--- src/rtl/mul_controller_pkg.sv ---
// Shared definitions for the 4x4 multiplier controller: state encodings,
// datapath select constants and the state-to-control decode.
package mul_controller_pkg;

    typedef enum logic [2:0] {
        IDLE = 3'd0,
        CLR  = 3'd1,
        LD   = 3'd2,
        P_HH = 3'd3,
        P_HL = 3'd4,
        P_LH = 3'd5,
        P_LL = 3'd6,
        DONE = 3'd7
    } state_t;

    localparam logic SEL_LO   = 1'b0;
    localparam logic SEL_HI   = 1'b1;
    localparam logic FB_SHIFT = 1'b0;
    localparam logic FB_HOLD  = 1'b1;

    typedef struct packed {
        logic acc_clr;
        logic ld_1;
        logic ld_2;
        logic s0;
        logic s1;
        logic s2;
        logic busy;
        logic done;
    } ctrl_t;

    // Control word for a state; the partial-product order HH, HL, LH, LL lets
    // the accumulator be shifted by 2 before HL and LL and held before HH and LH.
    function automatic ctrl_t decode(input state_t st);
        ctrl_t c;
        c = '0;
        case (st)
            CLR: begin
                c.acc_clr = 1'b1;
                c.busy    = 1'b1;
            end
            LD: begin
                c.ld_1 = 1'b1;
                c.busy = 1'b1;
            end
            P_HH: begin
                c.ld_2 = 1'b1;
                c.s0   = SEL_HI;
                c.s1   = SEL_HI;
                c.s2   = FB_HOLD;
                c.busy = 1'b1;
            end
            P_HL: begin
                c.ld_2 = 1'b1;
                c.s0   = SEL_HI;
                c.s1   = SEL_LO;
                c.s2   = FB_SHIFT;
                c.busy = 1'b1;
            end
            P_LH: begin
                c.ld_2 = 1'b1;
                c.s0   = SEL_LO;
                c.s1   = SEL_HI;
                c.s2   = FB_HOLD;
                c.busy = 1'b1;
            end
            P_LL: begin
                c.ld_2 = 1'b1;
                c.s0   = SEL_LO;
                c.s1   = SEL_LO;
                c.s2   = FB_SHIFT;
                c.busy = 1'b1;
            end
            DONE:    c.done = 1'b1;
            default: c = '0;
        endcase
        return c;
    endfunction

endpackage

--- src/rtl/mul_controller.sv ---
// Moore FSM sequencing the 2x2-multiplier/accumulator datapath through the four
// partial products of a 4x4 multiply, with a start/busy/done/ack handshake.
module mul_controller
    import mul_controller_pkg::*;
#(
    parameter int DONE_HOLD = 1
) (
    input  logic clk,
    input  logic rst,
    input  logic start,
    input  logic ack,
    output logic acc_clr,
    output logic ld_1,
    output logic ld_2,
    output logic s0,
    output logic s1,
    output logic s2,
    output logic busy,
    output logic done
);

    state_t state;
    ctrl_t  ctrl;

    function automatic state_t next_state(input state_t cur, input logic go, input logic taken);
        state_t nxt;
        nxt = cur;
        case (cur)
            IDLE: if (go) nxt = CLR;
            CLR:  nxt = LD;
            LD:   nxt = P_HH;
            P_HH: nxt = P_HL;
            P_HL: nxt = P_LH;
            P_LH: nxt = P_LL;
            P_LL: nxt = DONE;
            DONE: begin
                if (DONE_HOLD != 0) begin
                    if (taken) nxt = go ? CLR : IDLE;
                end else begin
                    nxt = go ? CLR : IDLE;
                end
            end
            default: nxt = IDLE;
        endcase
        return nxt;
    endfunction

    // Outputs are registered alongside the state, decoded from the state being
    // entered, so they always match the state register without any input path.
    always_ff @(posedge clk) begin
        if (!rst) begin
            state <= IDLE;
            ctrl  <= '0;
        end else begin
            state <= next_state(state, start, ack);
            ctrl  <= decode(next_state(state, start, ack));
        end
    end

    assign acc_clr = ctrl.acc_clr;
    assign ld_1    = ctrl.ld_1;
    assign ld_2    = ctrl.ld_2;
    assign s0      = ctrl.s0;
    assign s1      = ctrl.s1;
    assign s2      = ctrl.s2;
    assign busy    = ctrl.busy;
    assign done    = ctrl.done;

endmodule
--- config.mk ---
export PLATFORM = sky130hd
export DESIGN_NAME = mul_controller
export DESIGN_NICKNAME = d
export VERILOG_FILES = /design/src/rtl/mul_controller_pkg.sv /design/src/rtl/mul_controller.sv
export SDC_FILE = /design/constraint.sdc
export NUM_CORES = 1
export LEC_CHECK = 0
export ABC_CLOCK_PERIOD_IN_PS = 1480
export BUFFER_PORTS_ARGS = -buffer_cell sky130_fd_sc_hd__clkbuf_2
export CAP_MARGIN = 25
export CELL_PAD_IN_SITES_DETAIL_PLACEMENT = 1
export CELL_PAD_IN_SITES_GLOBAL_PLACEMENT = 2
export CORE_AREA = 2 2 39 41
export CTS_BUF_LIST = sky130_fd_sc_hd__clkbuf_8
export DETAILED_ROUTE_END_ITERATION = 12
export DIE_AREA = 0 0 41 43
export PLACE_DENSITY_LB_ADDON = 0.08
export SETUP_SLACK_MARGIN = 0.02
export SYNTH_ARGS = -nofsm -noshare
export SYNTH_HDL_FRONTEND = slang
export SYNTH_SLANG_ARGS = --single-unit
--- constraint.sdc ---
create_clock -name clk -period 1.48 [get_ports clk]
set_input_delay 0.074 -clock clk [delete_from_list [all_inputs] [get_ports clk]]
set_output_delay 0.074 -clock clk [all_outputs]
set_load 0.01 [all_outputs]
# [Yosys cells after proc, flatten, opt, wreduce, memory -nomap -nowiden]
# Index checks and enable logic that the tools add are counted.
[word_totals] wordCells=35 output_inout_bits=8 regBits=11
[classes] reduce_logical=2 n_eq_ne=14 mux=10
[op_table] op="== test 3 bit (second input constant)" count=8
[op_table] op="case mux 3 bit (8 select lines)" count=1
[op_table] op="case mux 4 bit (4 select lines)" count=1
[op_table] op="== test 3 x 2 -> 1 bit (second input constant)" count=4
[op_table] op="two-way mux 3 bit" count=3
[op_table] op="== test 3 x 1 -> 1 bit (second input constant)" count=2
[op_table] op="OR reduction 6 bit" count=1
[op_table] op="two-way mux 1 bit" count=5
[op_table] op="zero test 3 bit" count=1

# [Depth between registers and ports, before layout]
[depth] depth_word=7 mapped_depth=4

# [Worst setup path before layout]
# Ideal clock, no wire load.
[synth_path] kind="register to register" startpoint="reg state[2]" endpoint="reg state[0]" setup_ns=0.131 n_path_buf=1 t_arrival_ns=0.810 stages_incl_launch_ff=4 required_time_ns=1.349 slack_ns=0.539 path_cell_list="dfxtp_1 -> buf_4 -> o311ai_0 -> a21oi_1"
[synth_via] elab_chain_len=2
[synth_rtl] item="from (decl)" line_no="mul_controller.sv:22" rtl="state_t state;"
[synth_rtl] item="from (signal assigned)" line_no="mul_controller.sv:55" rtl="state <= next_state(state, start, ack);"
[synth_rtl] item="== test 3 bit (tied with other cells)" line_no="mul_controller.sv:28" rtl="case (cur)"
[synth_rtl] item="case mux 3 bit (8 select lines) (*)" line_no="mul_controller.sv:28"
# Mark *: on every way between the ends. The rest lies on a longest branch, timed or not.
# A chain may end at the register's enable or synchronous reset.

# [Worst setup path in the final report]
[layout_path] startpoint="reg state[1]" endpoint="reg ctrl (netlist bit s2)"
[layout_via] elab_chain_len=5
[layout_rtl] item="== test 3 bit (tied with other cells)" line_no="mul_controller.sv:28"
[layout_rtl] item="case mux 3 bit (8 select lines) (*)"
[layout_rtl] item="two-way mux 3 bit (*)" line_no="mul_controller.sv:51" rtl="if (!rst) begin"
[layout_rtl] item="== test 3 bit or == test 3 x 2 -> 1 bit (tied branches)" line_no="mul_controller_pkg.sv:37" rtl="case (st)"
[layout_rtl] item="case mux 4 bit (4 select lines) (*)" line_no="mul_controller_pkg.sv:37"
[layout_rtl] item="to (signal assigned)" line_no="mul_controller.sv:56" rtl="ctrl <= decode(next_state(state, start, ack));"
[layout_rtl] item="to (decl)" line_no="mul_controller.sv:23" rtl="ctrl_t ctrl;"
# Mark *: on every way between the ends. The rest lies on a longest branch, timed or not. The select of a mux whose other input is x is not followed.

==> impl_metrics.toml <==
[floorplan]
initial_utilization_pct = 27.76
die_w_um = 41
num_rows = 14
die_area_um2 = 1763
core_area_um2 = 1384
ios = 12
fp.dieH_um = 43

[placement]
dp_hpwl_um = 523.9
gp_congestion = 0.7134
pre_cts_slack_ns = 0.3939
port_buffers = 11

[synthesis]
synth_edf_count = 0
ys_top_cells_by_count = "dfxtp_1 (10), a21oi_1 (4), nand2_1 (3), o21ai_0 (3)"
syn_avg_cell_area_um2 = 9.603
yosys_warnings = 0
yosys_register_bits = 10
yosysMostFrequentCell = "dfxtp_1"
synth_top_cells_by_area = "dfxtp_1 (52%), a21oi_1 (5.2%), and3b_1 (4.6%)"
synth_cell_types = 21
synth_largest_area_cell = "dfxtp_1"
synth-main-ff-cell = "dfxtp_1"
synth_area_um2 = 384.1
syn_inst = 40
async_reset_ff_share_pct = 0
synth.top_cell.area_share_pct = 52.12
ys_seq_area_share_pct = 52.12
postSynthNetCount = 44

[cells_and_area]
diodes = 0
n_fill_cell = 167
layout.nets = 56
final_layout_size_suffix_gt1_share_pct = 28.00
area_growth_pct = 22.15

[timing]
maxSlewViolCount = 0
setup_viol = 0
rsz0062_at_grt = "false"
setup-tns-final_ns = 0
worstMarginPinSlew_ns = 0.3924
fin_crit_ns = 1.105
hold_viol_final = 0
max_slew_margin_pct = 73.80
setup_slack_ns = 0.3748
holdWs_ns = 0.08350
fmax_mhz = 904.8
min_period_over_period_pct = 74.68
finalClockSkew_ns = 0.002940

[worst_setup_path]
cp_num_buf_inv = 0
cp_max_fo = 13
path_cells = "xor2_1 -> and2_1 -> and2b_1"
startpoint = "state[1]"
timing_worst_setup_path_type = "flop to flop"
path_delay_family = "flip-flops"
r2r_cells = 3
cp_num_cells = 3
rr_startpoint = "state[1]"
reg2reg_slack_ns = 0.37
critPathCapture = "s2"
cp-end-kind = "flop"
cp-start-kind = "flop"
critPathSlowestCell = "dfxtp_1"
critPathRequiredTime_ns = 1.60
cpPeakStageDelay_ns = 0.55
r2r_end = "s2"
worstPathArrival_ns = 1.23

[routing]
remaining_drc_errors = 0
vias = 309
firstDrtPassIters = 2
totalWireLength_um = 717
post_drt_via_cell_ratio = 4.682
drt_iter0_markers = 4
ant_nets = 0
wl_per_cell_um = 10.86

[cts]
cts.sinks = 10
cts_tree = "built"
htreeDepth = 1
cts_buffer_depth = 2
numCtsBuffers = 3
cts_setup_buffers = 0
cts_root_buffer = "clkbuf_8"
holdBufCountCts = 0
clkTransAtPathRegs_ns = 0.04
insertion_delay_ns = 0.23
cts_resized = 0

[pwr]
p_int_mw = 0.5028
power.share.switching_pct = 22.64
sequentialPowerShare_pct = 49.2
power_switching_mw = 0.1471
cellPowerDensity_nw_per_um2 = 1385
leakage_nw = 0.2176
clkPwrFrac_pct = 40.8
combPwrFrac_pct = 10.0
peakVddDrop_mv = 0.4167
power.total_mw = 0.6500

[min_path]
min_path_type = "primary input to flop"

[global_routing]
gr-usage-all-layers_pct = 11.82
first_global_vias = 308
use_met2_pct = 15.00
grt_util_met1_pct = 15.65
antenna_found_initial = 0
overflow = 0
use_met3_pct = 4.712
grt_max_degree = 14
grt_pass1_wl_mm = 1.380
top_usage_layer = "met1"

[outcome]
status = "finished, final reports clean"

[flow_run]
drv_cap = 0
power groups by stage:
| stage | Combinational, mW | Sequential [mW] | Clock (mW) |
|---|---|---|---|
| 2_1_floorplan | 0.0558 | 0.315 | 0 |
| 3_3_place_gp | 0.0661 | 0.323 | 0 |
| 3_5_place_dp | 0.0663 | 0.324 | 0 |
| 4_1_cts | 0.0668 | 0.320 | 0.275 |
| 5_1_grt | 0.0761 | 0.326 | 0.301 |
| 6_report | 0.0649 | 0.320 | 0.265 |
routing by layer:
layer / vias to the layer above / part of all wire (%)
li1: 162 / -
met1: 137 / 47
met2: 10 / 47
met3: 0 / 6.1
met4: 0 / 0
met5: - / 0
worst min-delay path by stage:
stage          startpoint  depth (start not counted)  slack, ns   end
2_1_floorplan         ack                          1       0.17  done
3_3_place_gp          ack                          2       0.32  done
3_5_place_dp          ack                          2       0.33  done
4_1_cts               ack                          2       0.08  done
5_1_grt               ack                          2       0.10  done
6_report              ack                          2       0.08  done
layout make-up:
cell class	instances	area [um^2]	share of cell area, %
Multi-Input combinational cell	25	148.9	31.73
Timing Repair Buffer	11	55.05	11.73
Inverter	1	3.754	0.8000
Tap cell	16	20.02	4.267
Sequential cell	10	200.2	42.67
Clock buffer	3	41.29	8.800
metrics by stage:
step	util (%)	std cells	instance area, um^2
finish	33.91	66	469.2
global route	33.91	66	469.2
floorplan	-	40	384.1
global placement	30.92	63	427.9
detailed placement	30.92	63	427.9
CTS	33.91	66	469.2
kinds of logic (layout without fill, tap and decap cells):
kind of cell / after synthesis / count (layout) / synth area share (%)
simple gates: 14 / 14 / 21.50
compound gates: 10 / 10 / 14.98
flops: 10 / 10 / 52.12
buf+inv: 5 / 15 / 9.117
xor+xnor: 1 / 1 / 2.281
registers in the layout, summed over array words and instances, names as in the netlist:
| name | flops |
|---|---|
| acc_clr | 1 |
| busy | 1 |
| done | 1 |
| ld_1 | 1 |
| ld_2 | 1 |
| s0 | 1 |
| s2 | 1 |
| state | 3 |
placed cells by master (no fill, tap or decap), types with 2 or more instances in the layout:
master,instances
clkbuf_2,11
dfxtp_1,10
a21oi_1,4
nand2_1,3
o21ai_0,3
clkbuf_8,3
and3b_1,2
nor3_1,2
No activity file was read; power rests on OpenSTA's default activity.
